===== src/rtl/dmem_seq_reader.sv =====
// Sequential block reader for dmem port 1 (Sequence Mode). Issues one read
// per cycle while the output FIFO has room and streams the words out over valid/ready.
module dmem_seq_reader #(
    parameter int ADDR_W     = 8,
    parameter int DATA_W     = 128,
    parameter int LEN_W      = 9,
    parameter int FIFO_DEPTH = 4
) (
    input  logic              CLK,
    input  logic              RST_N,
    input  logic              START,
    input  logic [ADDR_W-1:0] BASE_ADDR,
    input  logic [LEN_W-1:0]  LEN,
    output logic              BUSY,
    output logic              DONE,
    output logic              MEM_MODE,
    output logic              MEM_WEB1,
    output logic              MEM_OEB1,
    output logic [ADDR_W-1:0] MEM_A1,
    input  logic [DATA_W-1:0] MEM_SEQ_O1,
    output logic              OUT_VALID,
    input  logic              OUT_READY,
    output logic [DATA_W-1:0] OUT_DATA,
    output logic              OUT_LAST
);

    localparam int PTR_W = $clog2(FIFO_DEPTH);
    localparam int CNT_W = PTR_W + 1;

    typedef enum logic [1:0] {
        ST_IDLE  = 2'd0,
        ST_ISSUE = 2'd1,
        ST_DRAIN = 2'd2,
        ST_FIN   = 2'd3
    } state_t;

    state_t             state_r;
    state_t             state_nxt_s;
    logic [ADDR_W-1:0]  addr_r;
    logic [LEN_W-1:0]   rem_r;
    logic               inflight_r;
    logic               inflight_last_r;
    logic [DATA_W-1:0]  data_r [FIFO_DEPTH];
    logic               last_r [FIFO_DEPTH];
    logic [PTR_W-1:0]   wr_ptr_r;
    logic [PTR_W-1:0]   rd_ptr_r;
    logic [CNT_W-1:0]   count_r;
    logic [CNT_W-1:0]   occ_s;
    logic               start_ok_s;
    logic               issue_s;
    logic               issue_last_s;
    logic               push_s;
    logic               pop_s;

    // Issue decision: a read in flight counts as an occupied slot so a push never overflows.
    always_comb begin
        occ_s        = count_r + CNT_W'(inflight_r);
        start_ok_s   = (state_r == ST_IDLE) && START;
        issue_s      = (state_r == ST_ISSUE) && (occ_s < CNT_W'(FIFO_DEPTH));
        issue_last_s = issue_s && (rem_r == LEN_W'(1));
        push_s       = inflight_r;
        pop_s        = OUT_VALID && OUT_READY;
    end

    // Next-state logic.
    always_comb begin
        state_nxt_s = state_r;
        case (state_r)
            ST_IDLE: begin
                if (START) begin
                    state_nxt_s = (LEN == LEN_W'(0)) ? ST_FIN : ST_ISSUE;
                end else begin
                    state_nxt_s = ST_IDLE;
                end
            end
            ST_ISSUE: begin
                if (issue_last_s) begin
                    state_nxt_s = ST_DRAIN;
                end else begin
                    state_nxt_s = ST_ISSUE;
                end
            end
            ST_DRAIN: begin
                if (pop_s && OUT_LAST) begin
                    state_nxt_s = ST_FIN;
                end else begin
                    state_nxt_s = ST_DRAIN;
                end
            end
            ST_FIN:  state_nxt_s = ST_IDLE;
            default: state_nxt_s = ST_IDLE;
        endcase
    end

    // State, address/length counters and the one-deep read pipeline.
    always_ff @(posedge CLK or negedge RST_N) begin
        if (!RST_N) begin
            state_r         <= ST_IDLE;
            addr_r          <= '0;
            rem_r           <= '0;
            inflight_r      <= 1'b0;
            inflight_last_r <= 1'b0;
        end else begin
            state_r         <= state_nxt_s;
            inflight_r      <= issue_s;
            inflight_last_r <= issue_last_s;
            if (start_ok_s) begin
                addr_r <= BASE_ADDR;
                rem_r  <= LEN;
            end else if (issue_s) begin
                addr_r <= addr_r + ADDR_W'(1);
                rem_r  <= rem_r - LEN_W'(1);
            end
        end
    end

    // Output FIFO: data sampled one cycle after its address is presented.
    always_ff @(posedge CLK or negedge RST_N) begin
        if (!RST_N) begin
            for (int i = 0; i < FIFO_DEPTH; i++) begin
                data_r[i] <= '0;
                last_r[i] <= 1'b0;
            end
            wr_ptr_r <= '0;
            rd_ptr_r <= '0;
            count_r  <= '0;
        end else begin
            if (push_s) begin
                data_r[wr_ptr_r] <= MEM_SEQ_O1;
                last_r[wr_ptr_r] <= inflight_last_r;
                wr_ptr_r         <= wr_ptr_r + PTR_W'(1);
            end
            if (pop_s) begin
                rd_ptr_r <= rd_ptr_r + PTR_W'(1);
            end
            case ({push_s, pop_s})
                2'b10:   count_r <= count_r + CNT_W'(1);
                2'b01:   count_r <= count_r - CNT_W'(1);
                default: count_r <= count_r;
            endcase
        end
    end

    // Outputs decoded straight from registers.
    always_comb begin
        BUSY      = (state_r != ST_IDLE);
        DONE      = (state_r == ST_FIN);
        MEM_MODE  = BUSY;
        MEM_WEB1  = 1'b1;
        MEM_OEB1  = !issue_s;
        MEM_A1    = addr_r;
        OUT_VALID = (count_r != CNT_W'(0));
        if (OUT_VALID) begin
            OUT_DATA = data_r[rd_ptr_r];
            OUT_LAST = last_r[rd_ptr_r];
        end else begin
            OUT_DATA = '0;
            OUT_LAST = 1'b0;
        end
    end

endmodule


===== config.mk =====
export PLATFORM = sky130hd
export DESIGN_NAME = dmem_seq_reader
export DESIGN_NICKNAME = d
export VERILOG_FILES = /design/src/rtl/dmem_seq_reader.sv
export SDC_FILE = /design/constraint.sdc
export NUM_CORES = 1
export LEC_CHECK = 0
export CAP_MARGIN = 20
export CORE_ASPECT_RATIO = 1.75
export CORE_UTILIZATION = 40
export DETAILED_ROUTE_END_ITERATION = 10
export PLACE_DENSITY_LB_ADDON = 0.25
export SYNTH_ARGS = -nofsm -noshare
export SYNTH_HDL_FRONTEND = slang
export SYNTH_SLANG_ARGS = --single-unit
export TNS_END_PERCENT = 20

===== constraint.sdc =====
create_clock -name CLK -period 4.35 [get_ports CLK]
set_input_delay 1.0875 -clock CLK [delete_from_list [all_inputs] [get_ports CLK]]
set_output_delay 1.0875 -clock CLK [all_outputs]
set_load 0.005 [all_outputs]

==> reports/metrics.cfg <==
[outcome]
status = complete, no violations

[timing]
timing.final.hold_violations = 0
finalSetupViolations = 0
setup_ws_ns = 0.354
rsz0062_at_grt = no
fin_worst_skew_ns = 0.0132
clock.fmax_ghz = 0.250
finalCriticalPeriod_ns = 4.00
drv_slew = 0
finalSetupTns_ns = 0
slew_headroom = 0.332
post-route-period-util = 0.919
worst_pin_slew_ns = 1.00

[global_route]
overflow = 0
track_usage = 0.194
grt_pass1_vias = 16100
grt_antenna_before_repair = 10
grt_pass1_wl_um = 93300
grt_max_degree = 94

[setup_path]
crit_chain = buf_4 > mux4_2 > and2_1 > clkdlybuf4s50_1
critPathSlowestCell = dfrtp_4
crit_type = flip-flop to primary output
ff2ff_setup_slack_ns = 1.45
cp_max_fo = 18
start_kind = flip-flop
cp_slowest_stage_delay_ns = 0.65
crit_family = buffers and inverters
cp_num_buf_inv = 2
worstPathArrival_ns = 2.91
critPathRequiredTime_ns = 3.26
crit_path_end_kind = primary output

[finish]
layoutNonFillerInstCount = 2648
drive_gt1_frac = 0.411
multi_input_area_mm2 = 0.0104
syn_to_final_growth_pct = 22.9
final_area_mm2 = 0.0300
seqCellArea_mm2 = 0.0136
num-fill-cells = 5198
fin_nets = 1978

[clock_network]
ctsHoldBuffers = 0
path_clk_slew_ns = 0.06
cts_tree = built
postCtsSetupBuffers = 0
cts-root-buf = clkbuf_16
clock_sinks = 544
cts_buffer_depth = 3
cts_resized = 0
clock_latency_ns = 0.59
cts_buffers = 52
cts.htree.levels = 2

[synth]
synth_compound_area_frac = 0.0101
synth_fp_nets = 1715
syn_area_mm2 = 0.0244
ys_top_cells_by_count = 544 x dfrtp_1, 516 x mux2_2, 132 x and2_1
synthAdderAreaFrac = 0.00492
synth_largest_area_cell = dfrtp_1
synth_most_common_cell = dfrtp_1
syn_avg_cell_area_um2 = 15.7
async_reset_ff_frac = 1.00
synth_top_family_by_area = multiplexers
yosysWarnings = 0
synthFlopType = dfrtp_1
synth-seq-cells = 544
synth_top_cell_area_share = 0.557
synth-edff-count = 0
seq_area_frac_synth = 0.557
syn_inst = 1557
synth_xor_area_frac = 0.00215
yosys-top-cells-area = dfrtp_1 56%, mux2_2 24%, mux4_2 12%, and2_1 3.4%, clkbuf_1 1.3%
synthSimpleGateAreaFrac = 0.0476
synth_cell_types = 47
muxShareOfSynthArea = 0.358

[floorplan]
start_util = 0.405
die_area_mm2 = 0.0621
fp.dieW_um = 189
rows = 119
pin_count = 292
die_y_um = 329
core-area_mm2 = 0.0603

[detailed_routing]
wirelength_um = 58600
drc = 0
vias_per_cell = 5.35
drtPass1Iterations = 5
drt_iter0_markers = 541
postRouteAntennaNets = 0
vias = 14200
wl_per_cell_um = 22.1

[place]
dp.cells = 2552
portBuffers = 290
dp_hpwl_um = 36900
placed_area_mm2 = 0.0283
gp_congestion = 0.818
preCtsSetupSlack_ns = 0.899

[hold_path]
hp-class = flip-flop to flip-flop

[run]
maxCapViolCount = 0

[pwr]
powerDensity_mw_per_mm2 = 864
vdd_drop_max_mv = 0.447
p_leak_nw = 12.2

-- worst register-to-register path, stage by stage (launching register included) --
cell     delay, ns
dfrtp_1       0.43
or3_4         0.51
buf_12        0.35
and2_1        0.42
ha_1          0.24
inv_1         0.06
fa_1          0.37
xor2_1        0.15
nor2_1        0.11
xor2_1        0.18
-- power breakdown --
group | internal, mW | switching, mW | total, mW
clock network | 2.62 | 1.90 | 4.52
registers | 7.69 | 1.37 | 9.06
logic | 7.85 | 4.51 | 12.4
-- layer usage --
layer  wire [um]  track usage
met2       30900        0.352
met3        2880       0.0415
met1       23300        0.225
met5          48            0
met4        1410       0.0687
-- cell type report --
| cell class | instances | area share |
|---|---|---|
| Tap cell | 786 | 0.0328 |
| Sequential cell | 544 | 0.454 |
| Multi-Input combinational cell | 894 | 0.346 |
| Inverter | 11 | 0.00138 |
| Antenna cell | 5 | 0.000417 |
| Clock inverter | 14 | 0.00567 |
| Clock buffer | 77 | 0.0502 |
| Timing Repair Buffer | 317 | 0.110 |
-- final timing paths --
path / from / to / cells past startpoint
hold reg to reg: rem_r[8] / inflight_last_r / 1
max in group asynchronous: RST_N / data_r[45] / 2
hold / removal: rem_r[8] / inflight_last_r / 1
min in group asynchronous: RST_N / data_r[358] / 1
setup / recovery: rd_ptr_r[0] / OUT_DATA[21] / 4
setup reg to reg: count_r[0] / count_r[2] / 9
-- kinds of logic after synthesis --
logic type | count (synthesis)
DFF | 544
xor gates and xnor gates | 6
buffers and inverters | 119
AOI/OAI and AO/OA | 32
and+or+nand+nor | 197
other | 1
adders and majority gates | 9
muxes | 649
-- registers in the layout (all words and copies together) (netlist names), 2 cells and up --
signal	count
rd_ptr_r	2
last_r	4
count_r	3
MEM_A1	8
wr_ptr_r	2
data_r	512
rem_r	9
state_r	2
-- cell usage in the layout (no fill, tap or decap), types with 8 or more instances in the layout --
cell             instances
dfrtp_1                542
mux2_2                 516
clkdlybuf4s50_1        289
and2_1                 132
mux4_2                 129
clkbuf_16               53
nor2_1                  20
buf_12                  16
clkbuf_1                15
inv_1                   11
buf_4                   11
clkinv_2                10
nand2_1                  9
clkbuf_8                 9
nor3_1                   8
ha_1                     8
-- stage by stage --
step	hold slack [ns]	utilization	power [mW]
6_report	0.493	0.498	25.9
5_1_grt	0.506	0.498	27.6
4_1_cts	0.492	0.498	26.4
3_5_place_dp	0.481	0.470	21.8
3_3_place_gp	0.468	0.470	21.4
2_1_floorplan	0.444	-	16.4
Note: power is estimated with default switching activity, not from simulation.
